File: config.mk
export PLATFORM = sky130hd
export DESIGN_NAME = bit_scan_serial
export DESIGN_NICKNAME = d
export VERILOG_FILES = /design/src/rtl/bit_scan_serial.sv
export SDC_FILE = /design/constraint.sdc
export NUM_CORES = 1
export LEC_CHECK = 0
export CORE_MARGIN = 10
export CORE_UTILIZATION = 47
export CTS_CLUSTER_DIAMETER = 150
export DETAILED_ROUTE_END_ITERATION = 6
export PLACE_DENSITY_LB_ADDON = 0.15
export SLEW_MARGIN = 25
export SYNTH_ARGS = -nofsm -noshare
export SYNTH_HDL_FRONTEND = slang
export SYNTH_SLANG_ARGS = --single-unit
File: constraint.sdc
create_clock -name clk -period 2.5 [get_ports clk]
set_clock_uncertainty 0.2 [all_clocks]
set_input_delay 0.5 -clock clk [delete_from_list [all_inputs] [get_ports clk]]
set_output_delay 0.5 -clock clk [all_outputs]
set_load 0.005 [all_outputs]
File: src/rtl/bit_scan_serial.sv
// bit_scan_serial: latches a word on start and emits the index of each set bit,
// lowest first, one per accepted valid/ready handshake. It also reports whether
// the latched word was zero and how many indices have been accepted.
//
// Ports:
//   clk        rising-edge clock
//   rst        asynchronous active-high reset
//   inA        word to scan, sampled on an accepted start
//   start      scan request, accepted only in IDLE
//   busy       high in SCAN and DONE
//   idx_out    lowest remaining set-bit index (valid with idx_valid)
//   idx_valid  idx_out holds a valid index
//   idx_ready  consumer accepts idx_out this cycle
//   done       one-cycle pulse at end of scan
//   flag       latched word was zero
//   count      indices accepted in the current or last scan
module bit_scan_serial #(
  parameter int unsigned WIDTH = 32,
  parameter int unsigned IDXW  = 5
) (
  input  logic             clk,
  input  logic             rst,
  input  logic [WIDTH-1:0] inA,
  input  logic             start,
  output logic             busy,
  output logic [IDXW-1:0]  idx_out,
  output logic             idx_valid,
  input  logic             idx_ready,
  output logic             done,
  output logic             flag,
  output logic [IDXW:0]    count
);

  typedef enum logic [1:0] {
    IDLE = 2'd0,
    SCAN = 2'd1,
    DONE = 2'd2
  } state_t;

  state_t           state;
  state_t           state_next;
  logic [WIDTH-1:0] shadow;
  logic [WIDTH-1:0] shadow_next;
  logic [WIDTH-1:0] shadow_cleared;
  logic [IDXW:0]    count_next;
  logic             flag_next;
  logic [IDXW-1:0]  low_idx;

  // Priority encoder: the downward loop lets the lowest set bit win.
  always_comb begin
    low_idx = '0;
    for (int i = int'(WIDTH) - 1; i >= 0; i--) begin
      if (shadow[i]) low_idx = IDXW'(i);
    end
  end

  // x & (x-1) drops exactly the lowest set bit, the one low_idx points at.
  assign shadow_cleared = shadow & (shadow - WIDTH'(1));

  // Next-state and datapath update.
  always_comb begin
    state_next  = state;
    shadow_next = shadow;
    count_next  = count;
    flag_next   = flag;
    case (state)
      IDLE: begin
        if (start) begin
          shadow_next = inA;
          count_next  = '0;
          flag_next   = (inA == '0);
          state_next  = (inA == '0) ? DONE : SCAN;
        end
      end
      SCAN: begin
        if (idx_ready) begin
          shadow_next = shadow_cleared;
          count_next  = count + (IDXW+1)'(1);
          if (shadow_cleared == '0) state_next = DONE;
        end
      end
      DONE: begin
        state_next = IDLE;
      end
      default: begin
        state_next = IDLE;
      end
    endcase
  end

  // State and datapath registers.
  always_ff @(posedge clk or posedge rst) begin
    if (rst) begin
      state  <= IDLE;
      shadow <= '0;
      count  <= '0;
      flag   <= 1'b0;
    end else begin
      state  <= state_next;
      shadow <= shadow_next;
      count  <= count_next;
      flag   <= flag_next;
    end
  end

  // Outputs decoded from registered state and shadow only.
  assign busy      = (state != IDLE);
  assign idx_valid = (state == SCAN);
  assign done      = (state == DONE);
  assign idx_out   = low_idx;

endmodule

## Yosys cells after proc, flatten, opt, wreduce, memory -nomap -nowiden

Cells that the tools add are included.

- Register bits: 41
- Input port bits: 36
- Output and inout bits: 15
- Logic and storage cells: 63

- Add/sub/neg operators: 2
- Eq/ne operators: 5
- Muxes and demuxes: 43
- Bitwise logic cells: 1
- Reduce and logical (&&, ||, !) cells: 8

Operator list:

| kind | count |
|---|---|
| $mux W5 | 32 |
| $logic_not A32 Y1 | 2 |
| $mux W32 | 2 |
| $pmux W32 S2 | 1 |
| $and A32 B32 Y32 | 1 |
| $sub A32 B1 Y32 const B | 1 |
| $mux W6 | 2 |
| $pmux W6 S2 | 1 |
| $mux W2 | 4 |
| $add A6 B1 Y6 const B | 1 |
| $reduce_and A3 Y1 | 2 |
| $ne A2 B1 Y1 const B | 2 |
| $pmux W2 S2 | 1 |
| $reduce_bool A2 Y1 | 2 |
| $eq A2 B1 Y1 const B | 1 |
| $eq A2 B2 Y1 const B | 1 |
| $logic_not A2 Y1 | 1 |
| $ne A2 B2 Y1 const B | 1 |
| $reduce_and A2 Y1 | 1 |

## Logic depth before layout (Yosys ltp)

Gate-level depths: netlist of run 1.

- Word-level depth: 32
- Gate-level depth with buffers: 9

## Least setup slack after synthesis of run 1

OpenSTA, ideal clock, no wires.

- Path kind: register -> register
- Start point: register shadow[0]
- End point: register state[1]
- Arrival: 2.332 ns
- Data required time: 2.222 ns
- Setup slack: -0.110 ns
- Cell stages (with the launch flop): 9
- Buffers on the path: 1
- Clock period less this slack: 2.610 ns
- Cells stage by stage: dfrtp_1 buf_6 or4_4 or4_1 a21oi_1 o2111ai_1 a2111oi_2 and4bb_1 o2bb2ai_1

- Cells in the longest elaborated chain, start to end: 5

Ends and longest elaborated chain:

| what | RTL line | source |
|---|---|---|
| from (decl) | 42 | `logic [WIDTH-1:0] shadow;` |
| from (signal assigned) | 100 | `shadow <= shadow_next;` |
| $sub A32 B1 Y32 | 58 | `assign shadow_cleared = shadow & (shadow - WIDTH'(1));` |
| $and A32 B32 Y32 (*) | 58 |  |
| $logic_not A32 Y1 (*) | 79 | `if (shadow_cleared == '0) state_next = DONE;` |
| $ne A2 B1 Y1 (no line) (*) | n/a |  |
| $reduce_and A3 Y1 (no line) (*) | n/a |  |
| to (signal assigned) | 99 | `state <= state_next;` |
| to (decl) | 40 | `state_t state;` |

Mark *: on every way between the ends. The rest lies on a longest branch, timed or not.
A chain may end at the register's enable or synchronous reset.

## Worst setup path after layout of run 1

- Start point: register shadow[30]
- End point: output idx_out[1]

- Cells in the longest elaborated chain, start to end: 31

Ends and longest elaborated chain:

| what | RTL line | source |
|---|---|---|
| $mux W5 (31 in series) | 53 | `if (shadow[i]) low_idx = IDXW'(i);` |
| to (decl) | 26 | `output logic [IDXW-1:0] idx_out,` |

No other way between the ends.

==> flow_metrics.env, run 1 <==
export IMPL_fin_ws_ns=-0.2393
export IMPL_io_buffers=50
export IMPL_cts_tree="done"
export IMPL_ys_types=52
export IMPL_finalMaxSlewViolations=0
export IMPL_place_gp_congestion=0.9318
export IMPL_dpl_hpwl_um=6912
export IMPL_synth_yosys_seq_area_share_pct=37.82
export IMPL_drt_pass1_iterations=5
export IMPL_avgSynthCellArea_um2=8.097
export IMPL_grt_pass1_vias=3312
export IMPL_h_tree_depth=2
export IMPL_die_h_um=95.97
export IMPL_yosys_warnings=0
export IMPL_cap_violations=0
export IMPL_ir_worst_vdd_v=0.001154
export IMPL_p_per_area_nw_per_um2=1156
export IMPL_period_minus_slack_ns=2.739
export IMPL_synth_top_area_cell="dfrtp_1"
export IMPL_hold_path_depth=1
export IMPL_syn_inst=335
export IMPL_start_kind="flop"
export IMPL_outcome="complete, but fails checks"
export IMPL_slew_limit_headroom_pct=62.85
export IMPL_crit_type="reg2out"
export IMPL_power_leakage_nw=1.794
export IMPL_synth_seq_cells=41
export IMPL_cts_path_max_buffers=2
export IMPL_grt_max_degree=42
export IMPL_io_pins=51
export IMPL_drt_total_wl_um=9961
export IMPL_diodes=0
export IMPL_rows=27
export IMPL_synth_ff_type="dfrtp_1"
export IMPL_multi_input_area_um2=1720
export IMPL_cp_max_fo=2
export IMPL_areaGrowthSynthToFinish_pct=57.15
export IMPL_synth_edf_count=0
export IMPL_nFillCells=402
export IMPL_clock_sinks=41
export IMPL_die_width_um=95.97
export IMPL_cp_arrival_ns=2.04
export IMPL_dieArea_um2=9210
export IMPL_reg2reg_depth=7
export IMPL_drt_iter0_markers=268
export IMPL_tightestPinTransition_ns=0.5572
export IMPL_layout_drive_gt1_share_pct=33.76
export IMPL_hold_ws_ns=0.3199
export IMPL_post_drt_wl_per_cell_um=18.34
export IMPL_critPathRequiredTime_ns=1.80
export IMPL_setup_worst_path_start="shadow[30]"
export IMPL_crit_path_end_kind="primary output"
export IMPL_worstReg2RegStart="shadow[5]"
export IMPL_drtAntennaViolNets=0
export IMPL_cts_buffers=5
export IMPL_grt_usage_pct=21.85
export IMPL_violations="negative setup slack"
export IMPL_hold_viol_final=0
export IMPL_yosysTopAreaCellShare_pct=37.82
export IMPL_rsz0062_at_grt="yes"
export IMPL_async_reset_ff_share_pct=100.0
export IMPL_grt_overflow_total=0
export IMPL_routed_via_density=5.961
export IMPL_cts_root_buf="clkbuf_8"
export IMPL_netlist_area_um2=2713
export IMPL_max_freq_mhz=365.1
export IMPL_antenna_found_initial=0
export IMPL_min_period_over_period_pct=109.6
export IMPL_initial_utilization_pct=48.96
export IMPL_synth_top_cells_by_count="41 x dfrtp_1, 41 x o21ai_0, 40 x nand2_1, 40 x nor2_1, 25 x a21oi_1"
export IMPL_core_area_um2=5540
export IMPL_layout_nets=507
export IMPL_ys_top_cells_by_area="dfrtp_1 38%, o21ai_0 7.6%, nand2_1 5.5%"
export IMPL_route_vias_total=3237
export IMPL_pre_cts_ws_ns=-0.3738
export IMPL_ff_latch_area_um2=1035
export IMPL_clk_latency_ns=0.31
export IMPL_grt_pass1_wl_um=16100
export IMPL_drc=0
export IMPL_setup_violations=5
export IMPL_worstHoldPathType="reg2reg"
export IMPL_syn_nets=372
export IMPL_cts_clk_slew_worst_paths_ns=0.08
export IMPL_hp_start="flag"
-- routing by layer --
metal | global-route usage [%] | part of all wire, % | routed length, µm | vias up
li1 | - | - | - | 1503
met1 | 28.49 | 44 | 4415 | 1555
met2 | 34.48 | 45 | 4522 | 147
met3 | 5.447 | 7.6 | 760 | 32
met4 | 7.494 | 2.6 | 263 | 0
met5 | 0 | 0 | 0 | -
-- where the power goes --
part	switching, mW	internal, mW	leakage, nW
combinational	1.52	1.49	1.27
sequential	0.398	0.967	0.466
clock	0.263	0.299	0.0543
total	2.18	2.75	1.79
-- critical path: stages, from the launching register on --
cell,delay (ns)
dfrtp_1,0.42
nor2_2,0.13
o311ai_1,0.12
a211oi_1,0.24
o21ai_1,0.09
a211o_1,0.28
a211oi_2,0.25
o21ai_1,0.09
clkbuf_2,0.12
-- cell type report --
| type | instances | share of cell area, % |
|---|---|---|
| multi-input cells | 260 | 40.36 |
| repair buffers | 149 | 29.41 |
| flip-flops and latches | 41 | 24.27 |
| well taps | 72 | 2.113 |
| clock buffers | 5 | 1.614 |
| inverters | 13 | 1.145 |
| clock inverters | 3 | 1.086 |
-- stage by stage --
stage | cells | setup TNS (ns) | utilization [%] | total power [mW] | area, µm²
floorplan | 335 | -0.08092 | - | 2.616 | 2734
global route | 543 | -1.159 | 76.94 | 5.262 | 4263
global placement | 519 | -1.241 | 69.33 | 3.860 | 3841
finish | 543 | -0.8815 | 76.94 | 4.929 | 4263
detailed placement | 519 | -1.367 | 69.33 | 3.922 | 3841
CTS | 542 | -1.106 | 75.65 | 4.752 | 4192
-- flip-flops by register name, indices dropped and copies added (netlist names) --
register  cells
flag          1
state         2
count         6
shadow       32
-- kinds of logic after synthesis --
logic type               share of synthesized area (%)
XOR/XNOR                                         1.291
AND/OR/NAND/NOR                                  24.58
buffers and inverters                            5.719
adder cells (fa/ha/maj)                          1.568
flip-flops                                       37.82
AO/OA/AOI/OAI                                    29.01
-- final timing paths --
path                         endpoint  slack, ns
setup / recovery           idx_out[1]      -0.24
hold / removal                   flag       0.32
setup reg to reg             state[1]      -0.23
hold reg to reg                  flag       0.32
max in group asynchronous  shadow[29]       1.26
min in group asynchronous    count[4]       0.42
-- placed cells by master, fill, tap and decap left out, types with 3 or more instances in the layout --
cell             Yosys  final
buf_4                2     92
clkdlybuf4s50_1      0     45
nand2_1             40     39
nor2_1              40     35
o21ai_0             41     35
dfrtp_1             41     34
a21oi_1             25     19
inv_1               13     13
nor4_1              16     11
a22o_1              10     10
a21o_1               7      7
dfrtp_2              0      7
nor3_1               7      6
o21ai_1              0      6
buf_6                2      6
nor4_4               0      5
nand4_1              5      5
o22ai_1              5      5
a21oi_2              0      5
clkbuf_8             0      5
nor2b_1              4      4
xor2_1               4      4
nor2_2               0      4
buf_2                4      4
nor4_2               3      3
nand2b_1             3      3
maj3_1               3      3
or4_4                2      3
o31ai_1              3      3
-- what timing repair did --
| item | CTS | global route |
|---|---|---|
| endpoints found under the hold margin | 0 | 0 |
| buffers inserted | 15 | 2 |
| endpoints found under the setup margin | 7 | 10 |
| gates resized for setup | 50 | 24 |
| pin swaps | 21 | 18 |
| hold buffers | 0 | 0 |
(Power assumes the default switching activity.)
==> run 2, diff against run 1 <==
- CORE_UTILIZATION: 47 -> 53
- clock period: 2.5 -> 3.1 ns (I/O delays scaled with it)
==> flow_metrics.env, run 2 (synthesis results as in run 1) <==
export IMPL_min_period_over_period_pct=98.33
export IMPL_crit_end="idx_out[3]"
export IMPL_cpMaxStageDelayCell="clkdlybuf4s50_1"
export IMPL_diodes=0
export IMPL_hold_viol_final=0
export IMPL_cp_max_fo=4
export IMPL_drc=0
export IMPL_cts_path_max_buffers=2
export IMPL_worstReg2RegStart="shadow[1]"
export IMPL_die_h_um=91.54
export IMPL_slowest_delay_ns=0.54
export IMPL_critPathRequiredTime_ns=2.28
export IMPL_outcome="completed"
export IMPL_grt_overflow_total=0
export IMPL_rrSetupSlack_ns=0.16
export IMPL_clock_sinks=41
export IMPL_p_total_mw=3.200
export IMPL_drt_pass1_iterations=5
export IMPL_p_per_area_nw_per_um2=900.2
export IMPL_cts_root_buf="clkbuf_8"
export IMPL_core_area_um2=4848
export IMPL_pre_cts_ws_ns=0.04519
export IMPL_cap_violations=0
export IMPL_antenna_found_initial=0
export IMPL_drt_total_wl_um=8339
export IMPL_layout_common_cells="48 x clkdlybuf4s50_1, 40 x nand2_1, 39 x o21ai_0, 39 x dfrtp_1, 38 x nor2_1"
export IMPL_cts_tree="done"
export IMPL_io_pins=51
export IMPL_nFillCells=369
export IMPL_crit_path_end_kind="primary output"
export IMPL_cp_arrival_ns=2.23
export IMPL_rsz0062_at_grt="yes"
export IMPL_rows=25
export IMPL_areaGrowthSynthToFinish_pct=31.04
export IMPL_route_vias_total=2855
export IMPL_h_tree_depth=2
export IMPL_routed_via_density=6.127
export IMPL_place_gp_congestion=0.9474
export IMPL_finalSetupTns_ns=0
export IMPL_ir_worst_vdd_v=0.0007306
export IMPL_cts_buffers=5
export IMPL_layout_commonest_cell="clkdlybuf4s50_1"
export IMPL_crit_type="reg2out"
export IMPL_final_cells=466
export IMPL_rr_endpoint="state[1]"
export IMPL_top_regs="shadow: 32 flops, count: 6 flops, state: 2 flops"
export IMPL_ff_latch_area_um2=1028
export IMPL_layout_drive_gt1_share_pct=15.79
export IMPL_grt_pass1_wl_um=13860
export IMPL_initial_utilization_pct=55.95
export IMPL_crit_chain="nor4_2 > buf_4 > nand2_1 > a31o_2 > a31oi_1 > clkdlybuf4s50_1"
export IMPL_grt_pass1_vias=2756
export IMPL_dpl_hpwl_um=5986
export IMPL_post_drt_wl_per_cell_um=17.89
export IMPL_dieArea_um2=8380
export IMPL_layout_nets=435
export IMPL_finalMaxSlewViolations=0
export IMPL_dp_cells=455
export IMPL_largest_register="shadow"
export IMPL_setup_worst_path_start="shadow[16]"
export IMPL_hold_ws_ns=0.3086
export IMPL_start_kind="flop"
export IMPL_power_leakage_nw=1.400
export IMPL_drt_iter0_markers=304
export IMPL_clk_latency_ns=0.30
export IMPL_reg2reg_depth=7
export IMPL_worstHoldPathType="reg2reg"
export IMPL_io_buffers=50
export IMPL_fin_ws_ns=0.05189
export IMPL_drtAntennaViolNets=0
export IMPL_grt_usage_pct=19.95
export IMPL_setup_violations=0
export IMPL_max_freq_mhz=328.1
export IMPL_multi_input_area_um2=1609
export IMPL_grt_max_degree=42
export IMPL_period_minus_slack_ns=3.048
export IMPL_slew_limit_headroom_pct=64.93
export IMPL_die_width_um=91.54
export IMPL_tightestPinTransition_ns=0.5261
export IMPL_cts_clk_slew_worst_paths_ns=0.08
export IMPL_largest_reg_flops=32
## run 2: routing by layer
metal | track usage [%] | wire, µm | vias to the layer above
met5 | 0 | 0 | -
met4 | 6.789 | 206 | 0
met3 | 4.774 | 610 | 24
met2 | 30.69 | 3899 | 146
met1 | 26.62 | 3622 | 1322
li1 | - | - | 1363
## run 2: what timing repair did
| item | in CTS | in global routing |
|---|---|---|
| gates cloned | 0 | 0 |
| setup buffers | 2 | 1 |
| resized for setup | 12 | 12 |
| hold buffers | 0 | 0 |
| pin swaps | 4 | 8 |
| endpoints found under the setup margin | 5 | 5 |
## run 2: worst min path at each step
stage / cells past startpoint / slack (ns) / from / end
after floorplan: 1 / 0.29 / flag / flag
after global placement: 1 / 0.28 / flag / flag
after detailed placement: 1 / 0.29 / flag / flag
after CTS: 1 / 0.31 / flag / flag
after global routing: 1 / 0.33 / flag / flag
final: 1 / 0.31 / flag / flag
## run 2: report_power, final
| group | internal [mW] | switching, mW |
|---|---|---|
| clock | 0.156 | 0.193 |
| combinational | 0.786 | 0.872 |
| sequential | 0.772 | 0.421 |
| total | 1.71 | 1.49 |
## run 2: cell type report
cell class / instances / share of cell area [%]
multi-input combinational: 260 / 45.27
clock inverter: 2 / 0.2816
clock buffer: 6 / 2.042
tap: 67 / 2.358
sequential: 41 / 28.93
timing repair buffer: 77 / 19.75
inverter: 13 / 1.373
## run 2: per-stage QoR
step                util, %  area, µm²
CTS                   72.28       3505
finish                73.32       3555
global placement      69.52       3371
floorplan                 -       2713
global route          73.32       3555
detailed placement    69.52       3371
## run 2: critical path, delay by kind of cell (launching register included)
family,cells,cell delay [ns]
flip-flops,1,0.43
buffers and inverters,2,0.70
AND/OR/NAND/NOR,2,0.34
AO/OA/AOI/OAI,2,0.46
==> run 3, diff against run 2 <==
- PLACE_DENSITY: unset -> 0.82
- PLACE_DENSITY_LB_ADDON: 0.15 -> unset
==> flow_metrics.env, run 3 (synthesis results as in run 1) <==
export IMPL_cts_buffers=5
export IMPL_areaGrowthSynthToFinish_pct=33.16
export IMPL_cts_clk_slew_worst_paths_ns=0.09
export IMPL_period_minus_slack_ns=3.011
export IMPL_finalSetupTns_ns=0
export IMPL_power_leakage_nw=1.454
export IMPL_core_area_um2=4848
export IMPL_cts_tree="done"
export IMPL_antenna_found_initial=0
export IMPL_ir_worst_vdd_v=0.0006819
export IMPL_initial_utilization_pct=55.95
export IMPL_cp_top_family="compound AO/OA/AOI/OAI gates"
export IMPL_io_buffers=50
export IMPL_crit_path_end_kind="primary output"
export IMPL_critPathRequiredTime_ns=2.28
export IMPL_rows=25
export IMPL_crit_chain="nor2_2 > o311ai_1 > a211oi_1 > o21ai_1 > a211o_1 > a211oi_2 > o21ai_1 > clkdlybuf4s15_1"
export IMPL_diodes=0
export IMPL_post_drt_wl_per_cell_um=19.26
export IMPL_ctsHoldBuffers=0
export IMPL_top_regs="shadow: 32 flops, count: 6 flops, state: 2 flops"
export IMPL_die_width_um=91.54
export IMPL_pre_cts_ws_ns=0.05589
export IMPL_layout_drive_gt1_share_pct=17.00
export IMPL_reg2reg_depth=7
export IMPL_finalMaxSlewViolations=0
export IMPL_hold_ws_ns=0.3118
export IMPL_fin_ws_ns=0.08860
export IMPL_grt_max_degree=42
export IMPL_drt_pass1_iterations=5
export IMPL_worstHoldPathType="reg2reg"
export IMPL_slew_limit_headroom_pct=56.35
export IMPL_place_gp_congestion=0.9311
export IMPL_die_h_um=91.54
export IMPL_start_kind="flop"
export IMPL_hold_viol_final=0
export IMPL_layout_commonest_cell="clkdlybuf4s50_1"
export IMPL_outcome="completed"
export IMPL_dieArea_um2=8380
export IMPL_layout_common_cells="46 x clkdlybuf4s50_1, 40 x nand2_1, 40 x dfrtp_1"
export IMPL_drt_iter0_markers=333
export IMPL_h_tree_depth=2
export IMPL_drc=0
export IMPL_cts_root_buf="clkbuf_8"
export IMPL_route_vias_total=3009
export IMPL_cpMostUsedCell="o21ai_1"
export IMPL_grt_pass1_vias=2837
export IMPL_tightestPinTransition_ns=0.6382
export IMPL_largest_register="shadow"
export IMPL_layout_nets=442
export IMPL_clock_sinks=41
export IMPL_drtAntennaViolNets=0
export IMPL_drt_total_wl_um=9110
export IMPL_io_pins=51
export IMPL_p_total_mw=3.298
export IMPL_grt_usage_pct=20.69
export IMPL_routed_via_density=6.362
export IMPL_slowest_delay_ns=0.43
export IMPL_cp_max_fo=4
export IMPL_clk_latency_ns=0.31
export IMPL_path_depth=8
export IMPL_dpl_hpwl_um=6539
export IMPL_grt_overflow_total=0
export IMPL_grt_pass1_wl_um=14410
export IMPL_final_area_um2=3612
export IMPL_cts_path_max_buffers=2
export IMPL_min_period_over_period_pct=97.14
export IMPL_largest_reg_flops=32
export IMPL_hold_path_depth=1
export IMPL_cap_violations=0
export IMPL_cpMaxStageDelayCell="dfrtp_1"
export IMPL_worst_path_buf_inv=1
export IMPL_max_freq_mhz=332.1
export IMPL_crit_type="reg2out"
export IMPL_p_per_area_nw_per_um2=912.9
export IMPL_cp_arrival_ns=2.19
export IMPL_place_area_um2=3408
export IMPL_setup_violations=0
run 3: cell types whose count changed in the layout (fill, tap and decap cells not counted), moves of 2 or more:
cell,change
inv_6,+2
clkdlybuf4s50_1,-2
buf_4,+6
clkinv_2,-2
run 3: power by group:
group | internal [mW] | switching, mW | leakage (nW) | total [mW]
Combinational | 0.800 | 0.934 | 0.937 | 1.73
Sequential | 0.771 | 0.414 | 0.472 | 1.18
Clock | 0.164 | 0.215 | 0.0452 | 0.379
Total | 1.74 | 1.56 | 1.45 | 3.30
run 3: worst paths after layout:
path	start	endpoint	slack [ns]
setup reg to reg	shadow[0]	state[1]	0.12
setup / recovery	shadow[31]	idx_out[1]	0.09
hold reg to reg	flag	flag	0.31
min in group asynchronous	rst	count[4]	0.54
max in group asynchronous	rst	shadow[29]	1.75
hold / removal	flag	flag	0.31
run 3: final cells by class:
class / instances / area (µm²)
clock inverters: 3 / 25.02
multi-input cells: 260 / 1599
flip-flops and latches: 41 / 1027
clock buffers: 5 / 68.82
well taps: 67 / 83.83
fillers: 387 / 1236
repair buffers: 84 / 759.5
inverters: 13 / 48.80
run 3: what timing repair did:
item | 4_1_cts | 5_1_grt
buffers inserted | 1 | 4
pin swaps | 1 | 6
setup endpoints to repair | 5 | 4
resized for setup | 9 | 17
run 3: layer usage:
metal / up-vias / track usage [%] / routed length [µm]
met4: 0 / 7.180 / 141
met3: 13 / 5.926 / 783
met1: 1472 / 26.66 / 3894
met2: 153 / 32.23 / 4291
li1: 1371 / - / -
met5: - / 0 / 0
run 3: stage by stage:
step	utilization [%]	instances
final	74.50	473
after floorplan	-	335
after global placement	70.30	460
after CTS	72.93	469
after global routing	74.50	473
after detailed placement	70.30	460
